**config.mk**
```make
export PLATFORM = sky130hd
export DESIGN_NAME = cordic_result_collector
export DESIGN_NICKNAME = d
export VERILOG_FILES = /design/src/rtl/cordic_wrapper_pkg.sv /design/src/rtl/cordic_sync_fifo.sv /design/src/rtl/cordic_result_collector.sv
export SDC_FILE = /design/constraint.sdc
export NUM_CORES = 1
export LEC_CHECK = 0
export CORE_ASPECT_RATIO = 0.6
export CORE_MARGIN = 2
export CORE_UTILIZATION = 40
export DETAILED_ROUTE_END_ITERATION = 12
export PLACE_DENSITY_LB_ADDON = 0.12
export SLEW_MARGIN = 10
export SYNTH_ARGS = -nofsm -noshare
export SYNTH_HDL_FRONTEND = slang
export SYNTH_SLANG_ARGS = --single-unit
```
**constraint.sdc**
```tcl
create_clock -name i_clk -period 2.9 [get_ports i_clk]
set_clock_uncertainty 0.1 [all_clocks]
set_input_delay 0.87 -clock i_clk [delete_from_list [all_inputs] [get_ports i_clk]]
set_output_delay 0.87 -clock i_clk [all_outputs]
set_load 0.01 [all_outputs]
```
**src/rtl/cordic_wrapper_pkg.sv**
```systemverilog
// Shared types for the CORDIC wrapper: function tags, result data and the
// tagged result record handed to the downstream consumer.
package cordic_wrapper_pkg;
  localparam int CORDIC_DW = 16;

  typedef enum logic [1:0] {
    F_SINCOS = 2'd0,
    F_ATAN   = 2'd1,
    F_MAG    = 2'd2,
    F_SINH   = 2'd3
  } cordic_func;

  typedef logic [CORDIC_DW-1:0] cordic_data;

  typedef struct packed {
    cordic_func func;
    cordic_data data;
  } cordic_result_t;
endpackage

```
**src/rtl/cordic_sync_fifo.sv**
```systemverilog
// Show-ahead synchronous FIFO; head entry is always visible on o_rdata.
// Pointers carry an extra wrap bit so full and empty are distinguishable.
module cordic_sync_fifo #(
  parameter int WIDTH = 8,
  parameter int DEPTH = 8
) (
  input  logic             i_clk,
  input  logic             i_rst,
  input  logic             i_wr,
  input  logic [WIDTH-1:0] i_wdata,
  input  logic             i_rd,
  output logic [WIDTH-1:0] o_rdata,
  output logic             o_full,
  output logic             o_empty
);
  localparam int AW = $clog2(DEPTH);

  logic [AW:0]                  r_wptr, r_rptr;
  logic [DEPTH-1:0][WIDTH-1:0]  r_mem;
  logic                         w_we, w_re;

  assign o_empty = (r_wptr == r_rptr);
  assign o_full  = (r_wptr[AW] != r_rptr[AW]) && (r_wptr[AW-1:0] == r_rptr[AW-1:0]);
  assign o_rdata = r_mem[r_rptr[AW-1:0]];
  assign w_we    = i_wr & ~o_full;
  assign w_re    = i_rd & ~o_empty;

  always_ff @(posedge i_clk or negedge i_rst) begin
    if (!i_rst) begin
      r_wptr <= '0;
      r_rptr <= '0;
      r_mem  <= '0;
    end else begin
      if (w_we) begin
        r_mem[r_wptr[AW-1:0]] <= i_wdata;
        r_wptr                <= r_wptr + 1'b1;
      end
      if (w_re) r_rptr <= r_rptr + 1'b1;
    end
  end

  a_no_overflow:  assert property (@(posedge i_clk) disable iff (!i_rst) !(i_wr && o_full));
  a_no_underflow: assert property (@(posedge i_clk) disable iff (!i_rst) !(i_rd && o_empty));
endmodule

```
**src/rtl/cordic_result_collector.sv**
```systemverilog
// Credit-gated issue into a non-stallable CORDIC; results are re-tagged with the
// function recorded at issue and streamed out in order with ready/valid.
module cordic_result_collector
  import cordic_wrapper_pkg::*;
#(
  parameter int DEPTH = 8
) (
  input  logic                         i_clk,
  input  logic                         i_rst,
  input  logic                         i_req_valid,
  output logic                         o_req_ready,
  input  cordic_func                   i_req_func,
  input  logic                         i_cordic_valid,
  input  cordic_data                   i_cordic_data,
  output logic                         o_valid,
  input  logic                         i_ready,
  output cordic_func                   o_func,
  output cordic_data                   o_data,
  output logic [$clog2(DEPTH+1)-1:0]   o_count,
  output logic                         o_err
);
  localparam int CW = $clog2(DEPTH+1);
  localparam int FW = $bits(cordic_func);
  localparam int RW = $bits(cordic_result_t);

  logic [CW-1:0]  r_count;
  logic           r_err;
  logic           w_fire, w_pop, w_take;
  logic           w_tag_empty, w_tag_full, w_res_empty, w_res_full;
  logic [FW-1:0]  w_tag;
  cordic_result_t w_res_in, w_res_out;

  // Ready depends only on the registered count, never on downstream i_ready.
  assign o_req_ready = (r_count < CW'(DEPTH));
  assign w_fire      = i_req_valid & o_req_ready;
  assign w_pop       = o_valid & i_ready;
  assign w_take      = i_cordic_valid & ~w_tag_empty;

  assign w_res_in.func = cordic_func'(w_tag);
  assign w_res_in.data = i_cordic_data;

  cordic_sync_fifo #(.WIDTH(FW), .DEPTH(DEPTH)) u_tag_fifo (
    .i_clk   (i_clk),
    .i_rst   (i_rst),
    .i_wr    (w_fire),
    .i_wdata (i_req_func),
    .i_rd    (w_take),
    .o_rdata (w_tag),
    .o_full  (w_tag_full),
    .o_empty (w_tag_empty)
  );

  cordic_sync_fifo #(.WIDTH(RW), .DEPTH(DEPTH)) u_res_fifo (
    .i_clk   (i_clk),
    .i_rst   (i_rst),
    .i_wr    (w_take),
    .i_wdata (w_res_in),
    .i_rd    (w_pop),
    .o_rdata (w_res_out),
    .o_full  (w_res_full),
    .o_empty (w_res_empty)
  );

  assign o_valid = ~w_res_empty;
  assign o_func  = w_res_out.func;
  assign o_data  = w_res_out.data;
  assign o_count = r_count;
  assign o_err   = r_err;

  always_ff @(posedge i_clk or negedge i_rst) begin
    if (!i_rst) begin
      r_count <= '0;
      r_err   <= 1'b0;
    end else begin
      if (w_fire && !w_pop)      r_count <= r_count + 1'b1;
      else if (w_pop && !w_fire) r_count <= r_count - 1'b1;
      // A result with no outstanding tag is an orphan (e.g. in flight across reset).
      if (i_cordic_valid && w_tag_empty) r_err <= 1'b1;
    end
  end

  a_tag_credit: assert property (@(posedge i_clk) disable iff (!i_rst) !(w_fire && w_tag_full));
  a_res_credit: assert property (@(posedge i_clk) disable iff (!i_rst) !(w_take && w_res_full));
endmodule

```
**Word level (Yosys, flattened, before mapping)**

Index checks and enable logic that the tools add are counted.

- Add/subtract/negate cells: 6
- $lt $le $gt $ge: 7
- Equality and inequality tests: 6
- Muxes and demuxes: 12
- Bitwise logic cells: 11
- Reduce and logical (&&, ||, !) cells: 10

Operators with widths:

| kind | number |
|---|---|
| bitwise mux 144 bit | 1 |
| binary-select mux 18 bit (select 3 bit) | 1 |
| demux 18 bit (select 3 bit) | 1 |
| 2-to-1 mux 18 bit | 2 |
| adder 4 x 1 -> 4 bit (second input constant) | 5 |
| bitwise mux 16 bit | 1 |
| < comparator 3 x 4 -> 1 bit (second input constant) | 4 |
| == test 4 bit | 2 |
| 2-to-1 mux 4 bit | 2 |
| AND 1 bit | 7 |
| logical AND 1 bit | 7 |
| binary-select mux 2 bit (select 3 bit) | 1 |
| demux 2 bit (select 3 bit) | 1 |
| == test 3 bit | 2 |
| greater-or-equal comparator 3 x 1 -> 1 bit (second input constant) | 2 |
| < comparator 4 bit (second input constant) | 1 |
| 2-to-1 mux 2 bit | 2 |
| NOT 1 bit | 4 |
| subtractor 4 x 1 -> 4 bit (second input constant) | 1 |
| logical NOT 1 bit | 2 |
| != test 1 bit | 2 |
| nonzero test 2 bit | 1 |

- Bits in registers: 181
- Output and inout port bits: 25

**Logic depth before layout (Yosys ltp)**

Gate-level depths: netlist of run 1.

- Depth after elaboration: 6
- Gate-level depth with buffers: 10

**Cells and area by module**

A second synthesis of run 1 with hierarchy kept.

- Cell total of the unflattened synthesis: 547
- Area total of the unflattened synthesis: 8530.7 um^2

By module, submodules not included:

| module | times used | cells an instance | area an instance (um^2) | seq. area each (um^2) |
|---|---|---|---|---|
| cordic_sync_fifo at u_res_fifo | 1 | 416 | 6940.4 | 3803.6 |
| cordic_sync_fifo at u_tag_fifo | 1 | 95 | 1226.2 | 600.6 |
| cordic_result_collector | 1 | 36 | 364.1 | 125.1 |

**Worst setup path after synthesis of run 1**

OpenSTA, ideal clock, no wires.

- Path type: register -> output
- Start point: register u_res_fifo.r_rptr[0]
- End point: output o_func[0]
- Arrival time: 2054 ps
- Setup slack: -124 ps
- Stages on the path, launching flop included: 5
- Path buffers: 2
- Cell sequence: dfrtp_1 > buf_1 > buf_2 > mux4_2 > mux2_2

- Longest elaborated chain between the ends: 2

Ends and longest elaborated chain:

| item | RTL line | source |
|---|---|---|
| from (decl) | cordic_sync_fifo.sv:18 | `logic [AW:0] r_wptr, r_rptr;` |
| from (signal assigned) | cordic_sync_fifo.sv:38 | `if (w_re) r_rptr <= r_rptr + 1'b1;` |
| binary-select mux 18 bit (select 3 bit) | cordic_sync_fifo.sv:24 | `assign o_rdata = r_mem[r_rptr[AW-1:0]];` |
| 2-to-1 mux 18 bit (not written as such) | cordic_sync_fifo.sv:24 |  |
| to (decl) | cordic_result_collector.sv:17 | `output cordic_func o_func,` |

Every way passes these cells. The select of a mux whose other input is x is not followed.

**Worst setup path after layout of run 1**

- Start point: register u_res_fifo.r_rptr[0]
- End point: output o_data[0]

- Longest elaborated chain between the ends: 2

Ends and longest elaborated chain:

| item | RTL line | source |
|---|---|---|
| binary-select mux 18 bit (select 3 bit) | cordic_sync_fifo.sv:24 |  |
| 2-to-1 mux 18 bit (not written as such) | cordic_sync_fifo.sv:24 |  |
| to (decl) | cordic_result_collector.sv:18 | `output cordic_data o_data,` |

Every way passes these cells. The select of a mux whose other input is x is not followed.

==> run summary, run 1 <==
During I/O placement, the number of pins put on the boundary was 48. The number of non-filler instances in the completed layout is 911, and the largest driver fanout on the critical path is 7. Yosys mapped a number of flops with a built-in enable equal to 0. The data arrival time of the critical path was 2.07 ns.

The end point of the critical path was o_data[0]. For this run, the leading register cell type out of synthesis is sky130_fd_sc_hd__dfrtp_1. Global routing used 17.9% of the available tracks.

The Yosys step of the flow raised 0 warnings. Traced cell by cell, the critical path runs through buf_8 > buf_12 > mux4_2 > mux2_4 > buf_6. The largest single stage delay on the critical path is 0.51 ns. STA classifies the critical path startpoint as a flip-flop. Total number of cells along the worst setup path: 5. The tools report the worst slew margin relative to its limit as 59.5%. The mapped netlist covers 0.00859 mm2. The required time at the endpoint of the critical path came out at 1.93 ns. Clock tree synthesis found a total of 181 sinks. The part of the total power dissipated in the clock network was 16.8%; the number of global-route vias before repair was 5,277.

The path type of the worst setup path was flip-flop to output pin. The switching part of the total power is 31.8%. The largest individual stage delay along the critical path comes from the cell sky130_fd_sc_hd__mux4_2. The achievable clock frequency was 329 MHz; the number of setup violations in the final report was 19. The share of final-layout standard cells stronger than drive strength 1 came out at 55.7%.

The worst reg2reg path endpoint is o_count[3]. Routability-driven placement finished with a final weighted congestion of 0.726. The synthesized netlist devotes 2.94% of its cell area to XOR and XNOR gates. The synthesized design contains 181 register bits. The overall overflow remaining after global route is 0.

The logs give 0 for the number of antenna violations at the first check in global routing and 30,600 um for the wire length of the first global-routing pass. The minimum clock period after layout works out to 3.04 ns. The tools report the reported net switching power as 4.40 mW. For the total wirelength of the detailed-routed design, the log shows 18,900 um.

The worst hold path belongs to the class input port to async pin. Of the available clock period, the critical path in the final layout requires 105%. Counting the buffers created by CTS gives 17. The tools report the DRC violation total after the first TritonRoute iteration as 187. By area the synthesized netlist is led by sky130_fd_sc_hd__dfrtp_1 53%, sky130_fd_sc_hd__mux2_2 21%, sky130_fd_sc_hd__mux4_2 10%.

The number of antenna diodes in the final layout is 0. Summing the areas of all compound-gate instances in the mapped netlist gives 0.889% of the synthesized area. The initial utilization of the core area, before any placement, comes to 40.8%. In this run, distinct cell masters in the synthesized netlist total 45. Setup repair after global routing could not meet its margin everywhere. The tree is rooted in a sky130_fd_sc_hd__clkbuf_16. IR analysis of the VDD net gives a maximum drop of 0.531 mV. The tools report the utilization after layout as 50.7%.

TritonCTS built the clock tree. The sequential area share after synthesis came out at 52.8%. The combinational fraction of design power is 49.9%. The library cell used most frequently in the layout, excluding fill and tap cells, is sky130_fd_sc_hd__dfrtp_1.

The library cells used most frequently in the layout, excluding fill and tap cells, are 179 x sky130_fd_sc_hd__dfrtp_1, 144 x sky130_fd_sc_hd__mux2_2, 38 x sky130_fd_sc_hd__mux4_2, 38 x sky130_fd_sc_hd__buf_4, 36 x sky130_fd_sc_hd__mux2_4. The number of input and output port buffers inserted is 47, and the synthesized net count is 553. STA classifies the critical path endpoint as an output pin. Sequential cell fraction of total power: 33.3%. The startpoint of the worst setup timing path is u_res_fifo.r_rptr[0]. The measured slew at the worst slew-check pin was 0.606 ns; the final number of max-transition violations was 0.

Before antenna repair, the detailed router went through 4 iterations. The maximum number of pins on one net before global-route repair came out at 70. The portion of synthesized area spent on multiplexers is 35.7%. After floorplanning, the core was divided into 41 placement rows. Summed over its instances, the top area cell type makes up 52.8% of the synthesized netlist area. After clock tree synthesis, the flow added hold-fix buffers numbering 0. The H-tree depth was 4. The tools report the post-route total power as 13.8 mW. After clock tree synthesis, the clock-pin slew on the worst setup and hold paths is 0.07 ns. The number of violations of the max-capacitance limit is 0. The y dimension of the die is 117 um. The tools report the number of nets with antenna violations after detailed routing as 0. For the accumulated negative setup slack, the log shows -1.69 ns. In this run the mean area of a mapped cell was 16.4 um2. The run gives 0.14 ns as the register-to-register path setup slack. For the HPWL after detailed placement, the log shows 12,100 um. The finished cells cover 0.0107 mm2. In the final routed layout, each cell accounts on average for 20.8 um.

Using the TritonRoute via totals, the vias-per-cell ratio works out to 5.28. After Yosys synthesis, and, or, nand and nor cells account for 3.64% of the synthesized area. The tools report the leakage power as 4.60 nW. The via count of the routed design is 4,811. For the area of the die, the log shows 0.0227 mm2. Of all flip-flops after synthesis, the portion carrying an async set or reset was 100%. The post-synthesis cell count is 522. The buffer and inverter count on the worst path was 3. The cell family contributing the most delay on the critical path is multiplexers. The core region is 0.0210 mm2. The combinational family with the most area after synthesis was multiplexers. The checks that failed: setup timing. The number of nets in the finished design came out at 650.

The total instance count after detailed placement was 862. The flow ran to the end, but the final reports show violations. The worst register-to-register path begins at u_res_fifo.r_rptr[0]. At the later pin of the worst-skew pair, clock insertion delay measures 0.42 ns. The worst-case setup margin in the final layout was -0.136 ns; the worst reg-to-reg path cell count was 12. Post-synthesis share of cell area spent on full adders, half adders and majority gates: 1.25%.

The remaining design rule violation count was 0; the count of final hold-check violations was 0. The longest clock path from root to sink contains 2 buffers. The logs give 0.00966 mm2 for the placement-stage cell area and 9.44 mW for the cell-internal power. The area growth from synthesis to layout is 24.2%.

Horizontal die dimension: 193 um. Of all cell types, the one taking the most synthesized area is sky130_fd_sc_hd__dfrtp_1. The power density over the cells is 1300 mW/mm2.
==> layout make-up <==
cell class                      instances  area (um2)
Timing Repair Buffer                  108        1220
Clock buffer                           23         458
Fill cell                            1769       10400
Sequential cell                       181        4530
Tap cell                              279         349
Clock inverter                          9         128
Inverter                                3        11.3
Multi-Input combinational cell        308        3970
==> timing repair <==
action / in CTS / in global routing
pin swaps: 3 / 7
endpoints found under the hold margin: 0 / 0
endpoints found under the setup margin: 22 / 31
gates cloned: 3 / 2
gates resized for setup: 117 / 19
buffers inserted: 7 / 7
==> worst register-to-register path, delay by kind of cell (launching register included) <==
family | cells | cell delay, ns
xor gates and xnor gates | 2 | 0.29
AOI/OAI and AO/OA | 3 | 0.69
DFF | 1 | 0.44
buffers and inverters | 4 | 0.48
muxes | 1 | 0.23
adders and majority gates | 2 | 0.46
==> cells in the mapped netlist (3+ instances only) <==
master / n
sky130_fd_sc_hd__xnor2_1: 12
sky130_fd_sc_hd__buf_1: 4
sky130_fd_sc_hd__buf_4: 7
sky130_fd_sc_hd__dfrtp_1: 181
sky130_fd_sc_hd__buf_2: 5
sky130_fd_sc_hd__inv_1: 3
sky130_fd_sc_hd__nand2_1: 10
sky130_fd_sc_hd__buf_6: 6
sky130_fd_sc_hd__xor2_1: 10
sky130_fd_sc_hd__mux4_2: 38
sky130_fd_sc_hd__or4_1: 5
sky130_fd_sc_hd__and4b_1: 3
sky130_fd_sc_hd__mux2_4: 20
sky130_fd_sc_hd__mux2_2: 160
sky130_fd_sc_hd__mux2_1: 4
sky130_fd_sc_hd__nor4_4: 3
sky130_fd_sc_hd__nor2_1: 6
sky130_fd_sc_hd__nor3b_1: 3
sky130_fd_sc_hd__ha_1: 7
sky130_fd_sc_hd__clkbuf_1: 5
==> registers in the layout, summed over array words and instances (netlist names) <==
signal             flops
u_res_fifo.r_mem     144
o_count                4
u_tag_fifo.r_mem      16
u_res_fifo.r_wptr      4
u_tag_fifo.r_wptr      4
u_res_fifo.r_rptr      4
u_tag_fifo.r_rptr      4
o_err                  1
==> worst min-delay path by stage <==
| stage | depth (start not counted) | start | slack, ns | end |
|---|---|---|---|---|
| final | 1 | i_rst | 0.24 | u_res_fifo.r_mem[112] |
| after global routing | 1 | i_rst | 0.25 | u_res_fifo.r_mem[76] |
| after CTS | 1 | i_rst | 0.23 | u_res_fifo.r_mem[0] |
| after detailed placement | 1 | o_err | 0.36 | o_err |
| after global placement | 1 | o_err | 0.35 | o_err |
| after floorplan | 1 | u_res_fifo.r_mem[142] | 0.36 | u_res_fifo.r_mem[142] |
==> per-layer routing <==
layer / track usage (%) / vias to the layer above / share of wire (%)
met5: 0 / - / 0
met4: 4.64 / 0 / 1.1
met3: 3.97 / 18 / 3.5
met2: 26.7 / 74 / 45
met1: 26.5 / 2576 / 50
li1: - / 2143 / -
==> kinds of logic after synthesis <==
logic type | after synthesis
AO/OA/AOI/OAI | 8
XOR/XNOR | 25
adder cells (fa/ha/maj) | 8
buffers and inverters | 33
flip-flops | 181
multiplexers | 225
AND/OR/NAND/NOR | 42
==> stage by stage <==
| stage | hold slack, ns | setup slack, ns |
|---|---|---|
| 6_report | 0.241 | -0.136 |
| 5_1_grt | 0.246 | -0.213 |
| 4_1_cts | 0.232 | -0.175 |
| 3_5_place_dp | 0.361 | -0.142 |
| 3_3_place_gp | 0.353 | -0.105 |
| 2_1_floorplan | 0.359 | 0.104 |
==> power groups by stage <==
stage	Clock [mW]	Sequential (mW)	Combinational (mW)
floorplan	0	4.32	4.25
global placement	0	4.54	6.01
detailed placement	0	4.60	6.13
CTS	2.40	4.56	6.70
global route	2.50	4.77	7.44
finish	2.33	4.60	6.90
No activity file was read; power rests on OpenSTA's default activity.
==> run 2, diff against run 1 <==
- RECOVER_POWER: not set -> 100
==> run 2 against run 1 <==
Effect of this change: the flow finishes with violations (capacitance limit, slew limit, setup timing); critical path type unchanged; global-route usage stayed put; sequential share of layout area rose by 0.86 points; largest cell class unchanged; first-iteration DRC count rose by 8.6%; highest routed layer unchanged.
==> run summary, run 2 (synthesized netlist as in run 1, its figures left out) <==
The y dimension of the die is 117 um (unchanged), and the number of nets in the finished design is 650 (unchanged). The combinational fraction of design power came out at 49.1% (-0.8 points). The number of non-filler instances in the completed layout was 911 (unchanged); the maximum buffer depth of the clock tree was 2 (unchanged). The most common cell after layout, fill and taps aside is sky130_fd_sc_hd__dfrtp_1.

For the maximum number of pins on one net before global-route repair, the log shows 70 (unchanged). Number of antenna violations at the first check in global routing: 0 (unchanged). The logs give 0 (unchanged) for the number of nets with antenna violations after detailed routing and 0 (unchanged) for the post-cts hold buffer count. For the overall routing resource usage, the log shows 17.9% (unchanged). Worst-case setup margin in the final layout: -0.136 ns (-0.000310 ns). The share of final-layout standard cells stronger than drive strength 1 is 53.0% (-2.7 points). The total inserted antenna cells was 0 (unchanged). Count of pins on the block boundary: 48 (unchanged). The measured slew at the worst slew-check pin works out to 2.06 ns (+1.46 ns). The worst hold slack across all endpoints came out at 0.366 ns (+0.125 ns).

The run gives 40.8% (unchanged) as the effective utilization at floorplan. In this run the worst hold path is classified as flip-flop to flip-flop. The logs give 4 (unchanged) for the H-tree depth and 33.8% (+0.5 points) for the sequential cell fraction of total power. The part of the total power dissipated in the clock network came out at 17.1% (+0.3 points). The number of flip-flops under the largest register name works out to 144 (unchanged). Setup repair after global routing could not meet its margin everywhere. The remaining design rule violation count was 0 (unchanged); the clock sink count was 181 (unchanged).

The number of rows in the core area is 41 (unchanged). Ratio of final minimum period to clock period: 105% (about the same). Register with the highest flop count: u_res_fifo.r_mem. The final number of max-transition violations was 36 (+36). Worst-case vdd ir drop: 0.526 mV (-1.1%).

The run gives 0.43 ns (about the same) as the clock latency on the worst-skew pair. The number of violations of the max-capacitance limit is 1 (+1), and the number of global-route vias before repair is 5,277 (unchanged). The number of filler instances in the final layout is 1,818 (+2.8%), and the reported net switching power is 4.32 mW (-1.7%).

The data arrival time of the critical path was 2.07 ns (about the same); the worst slew margin relative to its limit was -37.5% (-97 points). The number of optimization iterations in the first detailed-route pass was 4 (unchanged). The logs give 0.726 (unchanged) for the final RePlAce weighted congestion and 17 (unchanged) for the TritonCTS buffer count. The tools report the category of the worst setup path capture point as an output pin. Total core area: 0.0210 mm2 (unchanged).

The count of final hold-check violations was 0 (unchanged); the wire length of the first global-routing pass was 30,600 um (unchanged). The cell chosen for the clock root is sky130_fd_sc_hd__clkbuf_16. The tools report the post-route total power as 13.6 mW (-1.8%).

The power density over the cells is 1300 mW/mm2 (+0.18%), and the number of input and output port buffers inserted is 47 (unchanged). The top cell types in the final layout, fill and taps aside, are 180 x sky130_fd_sc_hd__dfrtp_1, 144 x sky130_fd_sc_hd__mux2_2, 38 x sky130_fd_sc_hd__mux4_2. The run gives 329 MHz (about the same) as the achievable clock frequency.

The category of the worst setup path launch point was a flip-flop. The overall overflow remaining after global route is 0 (unchanged). The largest driver fanout on the critical path was 7 (unchanged). The largest registers in the layout are u_res_fifo.r_mem: 144 flops, u_tag_fifo.r_mem: 16 flops. The average wire length per cell after detail routing came out at 20.8 um (about the same). The path type of the worst setup path was flip-flop to output pin. The flow ran to the end, but the final reports show violations. Clock edge transition at the registers on the reported setup and hold paths: 0.07 ns (about the same).

The tools report the via count of the routed design as 4,781 (-0.62%). The leakage power is 4.51 nW (-2.0%). TritonCTS built the clock tree. The minimum clock period after layout is 3.04 ns (+0.000310 ns), and the required time at the endpoint of the critical path is 1.93 ns (about the same). The total instance count after detailed placement is 862 (unchanged), and the horizontal die dimension is 193 um (unchanged). Compared with the post-synthesis result, the final layout area differs by 21.7%. The average vias per placed instance is 5.25 (-0.62%). The HPWL after detailed placement is 12,100 um (unchanged). The final reports fail on capacitance limit, slew limit, setup timing.

The area of the die is 0.0227 mm2 (unchanged). The DRC violation total after the first TritonRoute iteration came out at 203 (+8.6%). The switching part of the total power was 31.8% (+0.044 points).

The tools report the total wirelength of the detailed-routed design as 18,900 um (about the same). The tools report the number of setup violations in the final report as 19 (unchanged). For the cell-internal power, the log shows 9.26 mW (-1.9%).
[run 2: critical path, cell delays in order (launching register included)]
cell and delay [ns]:
sky130_fd_sc_hd__dfrtp_2 0.40, sky130_fd_sc_hd__buf_8 0.15, sky130_fd_sc_hd__buf_12 0.14, sky130_fd_sc_hd__mux4_2 0.53, sky130_fd_sc_hd__mux2_4 0.29, sky130_fd_sc_hd__buf_6 0.12
[run 2: power by group through the flow]
stage	logic, mW	registers, mW	clock network, mW
5_1_grt	7.20	4.76	2.50
4_1_cts	6.70	4.56	2.40
6_report	6.66	4.59	2.33
3_3_place_gp	6.01	4.54	0
2_1_floorplan	4.25	4.32	0
3_5_place_dp	6.13	4.60	0
[run 2: layer usage]
metal | global-route usage [%] | part of all wire (%) | routed length, um | vias up
met2 | 26.7 | 45 | 8570 | 53
met1 | 26.5 | 51 | 9570 | 2566
met4 | 4.64 | 0.99 | 188 | 0
met5 | 0 | 0 | 0 | -
met3 | 3.97 | 3.2 | 608 | 15
li1 | - | - | - | 2147
[run 2: worst paths after layout]
| kind | slack, ns | cells after the start | start | endpoint |
|---|---|---|---|---|
| setup / recovery | -0.14 | 5 | u_res_fifo.r_rptr[0] | o_data[10] |
| hold / removal | 0.37 | 1 | o_err | o_err |
| setup reg to reg | 0.02 | 5 | u_tag_fifo.r_wptr[2] | u_res_fifo.r_mem[140] |
| hold reg to reg | 0.37 | 1 | o_err | o_err |
| max in group asynchronous | 0.33 | 2 | i_rst | u_res_fifo.r_mem[61] |
| min in group asynchronous | 0.93 | 1 | i_rst | u_res_fifo.r_mem[112] |
[run 2: timing repair]
action / in CTS / in global routing
endpoints found under the setup margin: 22 / 31
cloned: 3 / 2
setup buffers: 7 / 7
pin swaps: 3 / 7
resized for setup: 117 / 19
[run 2: layout make-up]
cell class,count,area [um2],area share [%]
multi-input cells,308,3900,37.3
flip-flops and latches,181,4530,43.3
clock inverters,9,128,1.22
well taps,279,349,3.34
inverters,3,11.3,0.108
clock buffers,23,458,4.38
repair buffers,108,1070,10.3
[run 2: through the flow]
step	TNS (ns)	instance area, um2	setup WS, ns	utilization, %
2_1_floorplan	0	8590	0.104	-
3_3_place_gp	-4.84	9660	-0.105	45.9
3_5_place_dp	-5.91	9660	-0.142	45.9
4_1_cts	-2.76	10500	-0.175	49.9
5_1_grt	-9.17	10500	-0.213	49.7
6_report	-1.98	10500	-0.136	49.7
==> run 3, diff against run 2 <==
- PLACE_DENSITY: not set -> 0.69
- PLACE_DENSITY_LB_ADDON: 0.12 -> not set
==> run 3 against run 2 <==
Effect of this change: the flow still finishes with violations (capacitance limit, slew limit, setup timing); fmax fell by 2.0%; flip-flop and latch count stayed put; non-clock buffer count up 1; die area is the same; utilization rose by 0.20 points; wire length is 0.15% lower; final area rose by 0.40%; clock power decreased by 3%; critical path depth is the same; global-route usage about the same; via count hardly changed; sequential power barely moved; critical endpoint is now o_data[0].
==> run summary, run 3 (synthesized netlist as in run 1, its figures left out) <==
The number of non-filler instances in the completed layout was 911 (unchanged). The H-tree depth came out at 4 (unchanged). The path type of the worst setup path was flip-flop to output pin. The overall overflow remaining after global route is 0 (unchanged).

The largest registers in the layout are u_res_fifo.r_mem: 144 flops, u_tag_fifo.r_mem: 16 flops. The total wirelength of the detailed-routed design came out at 18,900 um (-0.15%). The share of final-layout standard cells stronger than drive strength 1 was 55.5% (+2.5 points); the clock edge transition at the registers on the reported setup and hold paths was 0.07 ns (about the same). The most critical setup path has its startpoint at u_res_fifo.r_rptr[0]. The number of rows in the core area was 41 (unchanged). Number of nets with antenna violations after detailed routing: 0 (unchanged). The number of setup violations in the final report was 156 (+137); the overall routing resource usage was 17.9% (about the same). The total area of sequential cells was 0.00453 mm2 (unchanged); the measured slew at the worst slew-check pin was 2.16 ns (+0.0930 ns).

The total core area is 0.0210 mm2 (unchanged), and the accumulated negative setup slack is -11.07 ns (-9.10 ns). The tools report the count of final hold-check violations as 0 (unchanged). The tools report the remaining design rule violation count as 0 (unchanged).

The average vias per placed instance is 5.25 (about the same), and the DRC violation total after the first TritonRoute iteration is 198 (-2.5%). The worst hold path begins at o_err. TritonCTS buffer count: 17 (unchanged). The run finished, with violations left.

The number of flip-flops under the largest register name was 144 (unchanged); the number of antenna violations at the first check in global routing was 0 (unchanged). Category of the worst setup path launch point: a flip-flop. Number of nets in the finished design: 651 (+0.15%). The final RePlAce weighted congestion was 0.799 (+10%). For the maximum buffer depth of the clock tree, the log shows 2 (unchanged). STA classifies the critical path endpoint as an output pin.

For the multi-input combinational cell area, the log shows 0.00391 mm2 (+0.19%). The number of optimization iterations in the first detailed-route pass is 5 (+1), and the total instance count after detailed placement is 862 (unchanged). The register with the highest flop count was u_res_fifo.r_mem. CTS placed an instance of sky130_fd_sc_hd__clkbuf_16 at the clock tree root.

The logs give 0 (unchanged) for the total inserted antenna cells and 0.0227 mm2 (unchanged) for the area of the die. The y dimension of the die works out to 117 um (unchanged). The effective utilization at floorplan was 40.8% (unchanged).

The power density over the cells was 1300 mW/mm2 (+0.17%); the leakage power was 4.55 nW (+0.83%). The count of pins on the block boundary is 48 (unchanged). Number of violations of the max-capacitance limit: 1 (unchanged). The number of input and output port buffers inserted works out to 47 (unchanged). The logs give 181 (unchanged) for the clock sink count and 68 (-2.9%) for the maximum number of pins on one net before global-route repair.

Wire length of the first global-routing pass: 30,600 um (about the same). The tools report the worst slew margin relative to its limit as -43.7% (-6.2 points). TritonCTS built the clock tree. The library cell used most frequently in the layout, excluding fill and tap cells, is sky130_fd_sc_hd__dfrtp_1. Layout-stage area growth over the synthesis result: 22.2%.

The required time at the endpoint of the critical path is 1.93 ns (about the same), and the horizontal die dimension is 193 um (unchanged). The library cells used most frequently in the layout, excluding fill and tap cells, are 180 x sky130_fd_sc_hd__dfrtp_1, 143 x sky130_fd_sc_hd__mux2_2, 44 x sky130_fd_sc_hd__buf_4. For the final number of max-transition violations, the log shows 37 (+2.8%). The largest driver fanout on the critical path is 7 (unchanged), and the worst hold slack across all endpoints is 0.386 ns (+0.0199 ns).

For the achievable clock frequency, the log shows 323 MHz (-2.0%). In this run the critical register-to-register path is launched from u_tag_fifo.r_rptr[2]. The number of global-route vias before repair came out at 5,373 (+1.8%).

The number of filler instances in the final layout came out at 1,728 (-5.0%). Minimum clock period after layout: 3.10 ns (+0.0629 ns). The run gives 0.580 mV (+10%) as the worst-case vdd ir drop. The final reports fail on capacitance limit, slew limit, setup timing.

The average wire length per cell after detail routing is 20.7 um (-0.15%). The worst-case setup margin in the final layout is -0.199 ns (-0.0629 ns). The HPWL after detailed placement was 12,000 um (-1.2%). Setup repair after global routing could not meet its margin everywhere. The logs give 0.44 ns (about the same) for the clock latency on the worst-skew pair and 2.13 ns (+0.06 ns) for the data arrival time of the critical path.

The logs give 13.7 mW (+0.56%) for the post-route total power and 4,784 (+0.063%) for the via count of the routed design. The ratio of final minimum period to clock period works out to 107% (+2.2 points). The classification of the worst-slack hold path is flip-flop to flip-flop.
-- run 3: power by group --
part           internal, mW  switching [mW]
registers              3.80           0.784
clock network          1.21            1.04
logic                  4.20            2.62
total                  9.21            4.44
-- run 3: layer usage --
metal  wire, um  GRT usage (%)  vias to the layer above
met5          0              0                        -
met4        205           4.12                        0
met3        840           5.19                       22
met2       8720           27.0                       97
met1       9130           25.7                     2533
li1           -              -                     2132
-- run 3: stage by stage --
stage,worst slack (ns),cell area (um2),utilization [%]
after floorplan,0.104,8590,-
after CTS,-0.269,10500,49.9
after global placement,-0.0916,9570,45.5
final,-0.199,10500,49.9
after global routing,-0.268,10500,49.9
after detailed placement,-0.100,9570,45.5
-- run 3: layout make-up --
cell class | count | share of cell area (%)
Clock inverter | 13 | 1.18
Multi-Input combinational cell | 308 | 37.3
Inverter | 3 | 0.107
Tap cell | 279 | 3.33
Clock buffer | 18 | 4.19
Sequential cell | 181 | 43.2
Timing Repair Buffer | 109 | 10.8
-- run 3: worst max-delay path, cell delays in order, from the launching register on --
cell and delay [ns]:
sky130_fd_sc_hd__dfrtp_2 0.50, sky130_fd_sc_hd__buf_12 0.17, sky130_fd_sc_hd__buf_4 0.11, sky130_fd_sc_hd__mux4_2 0.48
sky130_fd_sc_hd__mux2_4 0.31, sky130_fd_sc_hd__buf_6 0.13
-- run 3: repair_timing --
item	CTS	global route
cloned	4	0
pin swaps	1	5
setup buffers	12	6
endpoints found under the setup margin	21	20
resized for setup	127	10
hold buffers	0	0
-- run 3: worst paths after layout --
check,end,slack (ns),cells after the start
max in group asynchronous,u_res_fifo.r_rptr[0],0.34,2
worst min register to register,o_err,0.39,1
worst min-delay path,o_err,0.39,1
min in group asynchronous,u_tag_fifo.r_mem[10],0.96,1
worst max-delay path,o_data[0],-0.20,5
worst max register to register,u_res_fifo.r_mem[134],-0.10,5
==> RTL edit: new RTL, settings of run 2 <==
The package constant `CORDIC_DW` goes from 16 to 14.
--- a/src/rtl/cordic_wrapper_pkg.sv
+++ b/src/rtl/cordic_wrapper_pkg.sv
@@ -1,7 +1,7 @@
 // Shared types for the CORDIC wrapper: function tags, result data and the
 // tagged result record handed to the downstream consumer.
 package cordic_wrapper_pkg;
-  localparam int CORDIC_DW = 16;
+  localparam int CORDIC_DW = 14;
 
   typedef enum logic [1:0] {
     F_SINCOS = 2'd0,
Interface: changed (resized i_cordic_data and o_data); port bits go from 48 to 44. The function was not compared with the original's and may differ.
==> RTL edit against run 2 <==
  * The flow finishes with violations (negative setup slack)
  * Setup slack got worse by 0.014 ns
  * Synthesized area decreased by 7.3%
  * Final cell count down 7.2%
  * Synthesized cell count down 6.1%
  * Cell area is 7.4% lower
  * Total power is 7.5% lower
  * Routed wire length fell by 8.4%
  * Hold slack improved by 0.022 ns
  * Sequential cell count shrank 16
==> RTL edit: results (changes against run 2) <==
| Metric | Value |
|---|---|
| Status | finished, violations left |
| Violated checks | negative setup slack |
| Top Registers | u_res_fifo.r_mem x128, u_tag_fifo.r_mem x16 |
| Pin count of the biggest net entering global routing | 57 (-19%) |
| Drt first pass iters | 6 (+2) |
| Reg2reg start | u_res_fifo.r_rptr[1] |
| I/O Buffers | 43 (-8.5%) |
| Max stage delay on crit path | 0.50 ns (-0.03 ns) |
| Relative slew margins | 4.68% (+42 points) |
| Initial DRC Count | 189 (-6.9%) |
| Worst hold path endpoint | o_err |
| Area post-placement | 0.00891 mm^2 (-7.7%) |
| Fill count | 1611 (-11%) |
| TNS Setup | -1.75 ns (+0.223 ns) |
| # setup viols final | 17 (-2) |
| Crit path max fanout | 6 (-1) |
| Capturing point of the worst reg2reg path | o_count[3] |
| Via density | 5.20 (-0.98%) |
| Vias in the first global route | 4812 (-8.8%) |
| First-pass GRT wire length | 27700 um (-9.3%) |
| Routed WL per cell | 20.5 um (-1.2%) |
| Clk buf depth | 2 (unchanged) |
| Leakage | 0.00416 uW (-7.9%) |
| Seq/Total Area, Yosys | 51.9% (-0.87 points) |
| R2R Setup Slk | 0.08 ns (+0.06 ns) |
| GP Congestion | 0.731 (+0.68%) |
| Largest cells by area after synthesis | dfrtp_1 (52%), mux2_2 (18%), mux4_2 (10%) |
| Top cells by count, synth | dfrtp_1 (165), mux2_2 (127), mux2_4 (39) |
| Placed cell count | 801 (-7.1%) |
| Reg2reg path depth | 10 (+5) |
| Worst setup margin | -0.150 ns (-0.0143 ns) |
| DP HPWL | 10600 um (-12%) |
| Total global-route track usage | 17.8% (-0.15 points) |
| Unique masters post-synth | 41 (-8.9%) |
| Layout cell share with drive strength beyond 1 | 53.0% (about the same) |
| Nets | 595 (-8.5%) |
| Syn nets | 519 (-6.1%) |
| Clk slew on worst S/H paths | 0.07 ns (about the same) |
| Gate count of the mapped netlist | 490 (-6.1%) |
| Post-Place Setup Slack | -0.189 ns (-0.0474 ns) |
==> RTL edit: cell count changes in the layout (fill, tap and decap cells not counted), sizes merged, moves of 5 or more <==
cell and change:
clkbuf -21, clkinv -5, dfrtp -16, inv +11, mux2 -18
==> RTL edit: logic make-up after synthesis <==
| logic type | count (synthesis) | share of synthesized area [%] |
|---|---|---|
| compound gates | 7 | 0.943 |
| buf+inv | 32 | 2.56 |
| flops | 165 | 51.9 |
| mux | 203 | 35.6 |
| simple gates | 48 | 4.54 |
| xor+xnor | 27 | 3.07 |
| fa+ha+maj | 8 | 1.35 |
==> RTL edit: cell type report <==
cell class | count | area, um^2 | area share, %
clock buffer | 18 | 439 | 4.54
clock inverter | 14 | 125 | 1.29
inverter | 3 | 11.3 | 0.116
multi-input combinational | 293 | 3700 | 38.2
sequential | 165 | 4130 | 42.7
tap | 266 | 333 | 3.44
timing repair buffer | 86 | 941 | 9.72
==> RTL edit: power breakdown <==
part / internal (uW) / total (uW) / switching [uW]
logic: 3750 / 6170 / 2420
registers: 3460 / 4190 / 734
clock network: 1160 / 2200 / 1040
==> RTL edit: per-layer routing <==
layer	wire [um]	part of all wire, %	GRT usage, %
met5	0	0	0
met1	8970	52	26.7
met4	209	1.2	5.04
met3	627	3.6	4.41
met2	7540	43	25.5
==> RTL edit: stage by stage <==
| stage | utilization, % | hold slack [ns] |
|---|---|---|
| after floorplan | - | 0.360 |
| after global placement | 46.2 | 0.368 |
| after detailed placement | 46.2 | 0.371 |
| after CTS | 50.6 | 0.311 |
| after global routing | 50.2 | 0.402 |
| final | 50.2 | 0.388 |
==> RTL edit: critical path, delay by kind of cell, from the launching register on <==
kind	cells	cell delay, ns
flops	1	0.48
mux	2	0.79
buf+inv	3	0.38
==> RTL edit: what timing repair did <==
item / in CTS / in global routing
gates cloned: 1 / 1
pin swaps: 1 / 4
setup endpoints to repair: 19 / 18
setup buffers: 12 / 1
resized for setup: 116 / 6
==> RTL edit: worst max path at each step <==
stage	startpoint	endpoint	slack (ns)	depth (start not counted)
3_3_place_gp	u_res_fifo.r_rptr[0]	o_count[3]	-0.07	10
2_1_floorplan	u_res_fifo.r_wptr[0]	o_count[3]	0.003	10
3_5_place_dp	u_res_fifo.r_rptr[0]	o_count[3]	-0.19	10
4_1_cts	u_res_fifo.r_rptr[0]	o_data[3]	-0.21	5
5_1_grt	u_res_fifo.r_rptr[0]	o_data[9]	-0.21	5
6_report	u_res_fifo.r_rptr[0]	o_data[9]	-0.15	5
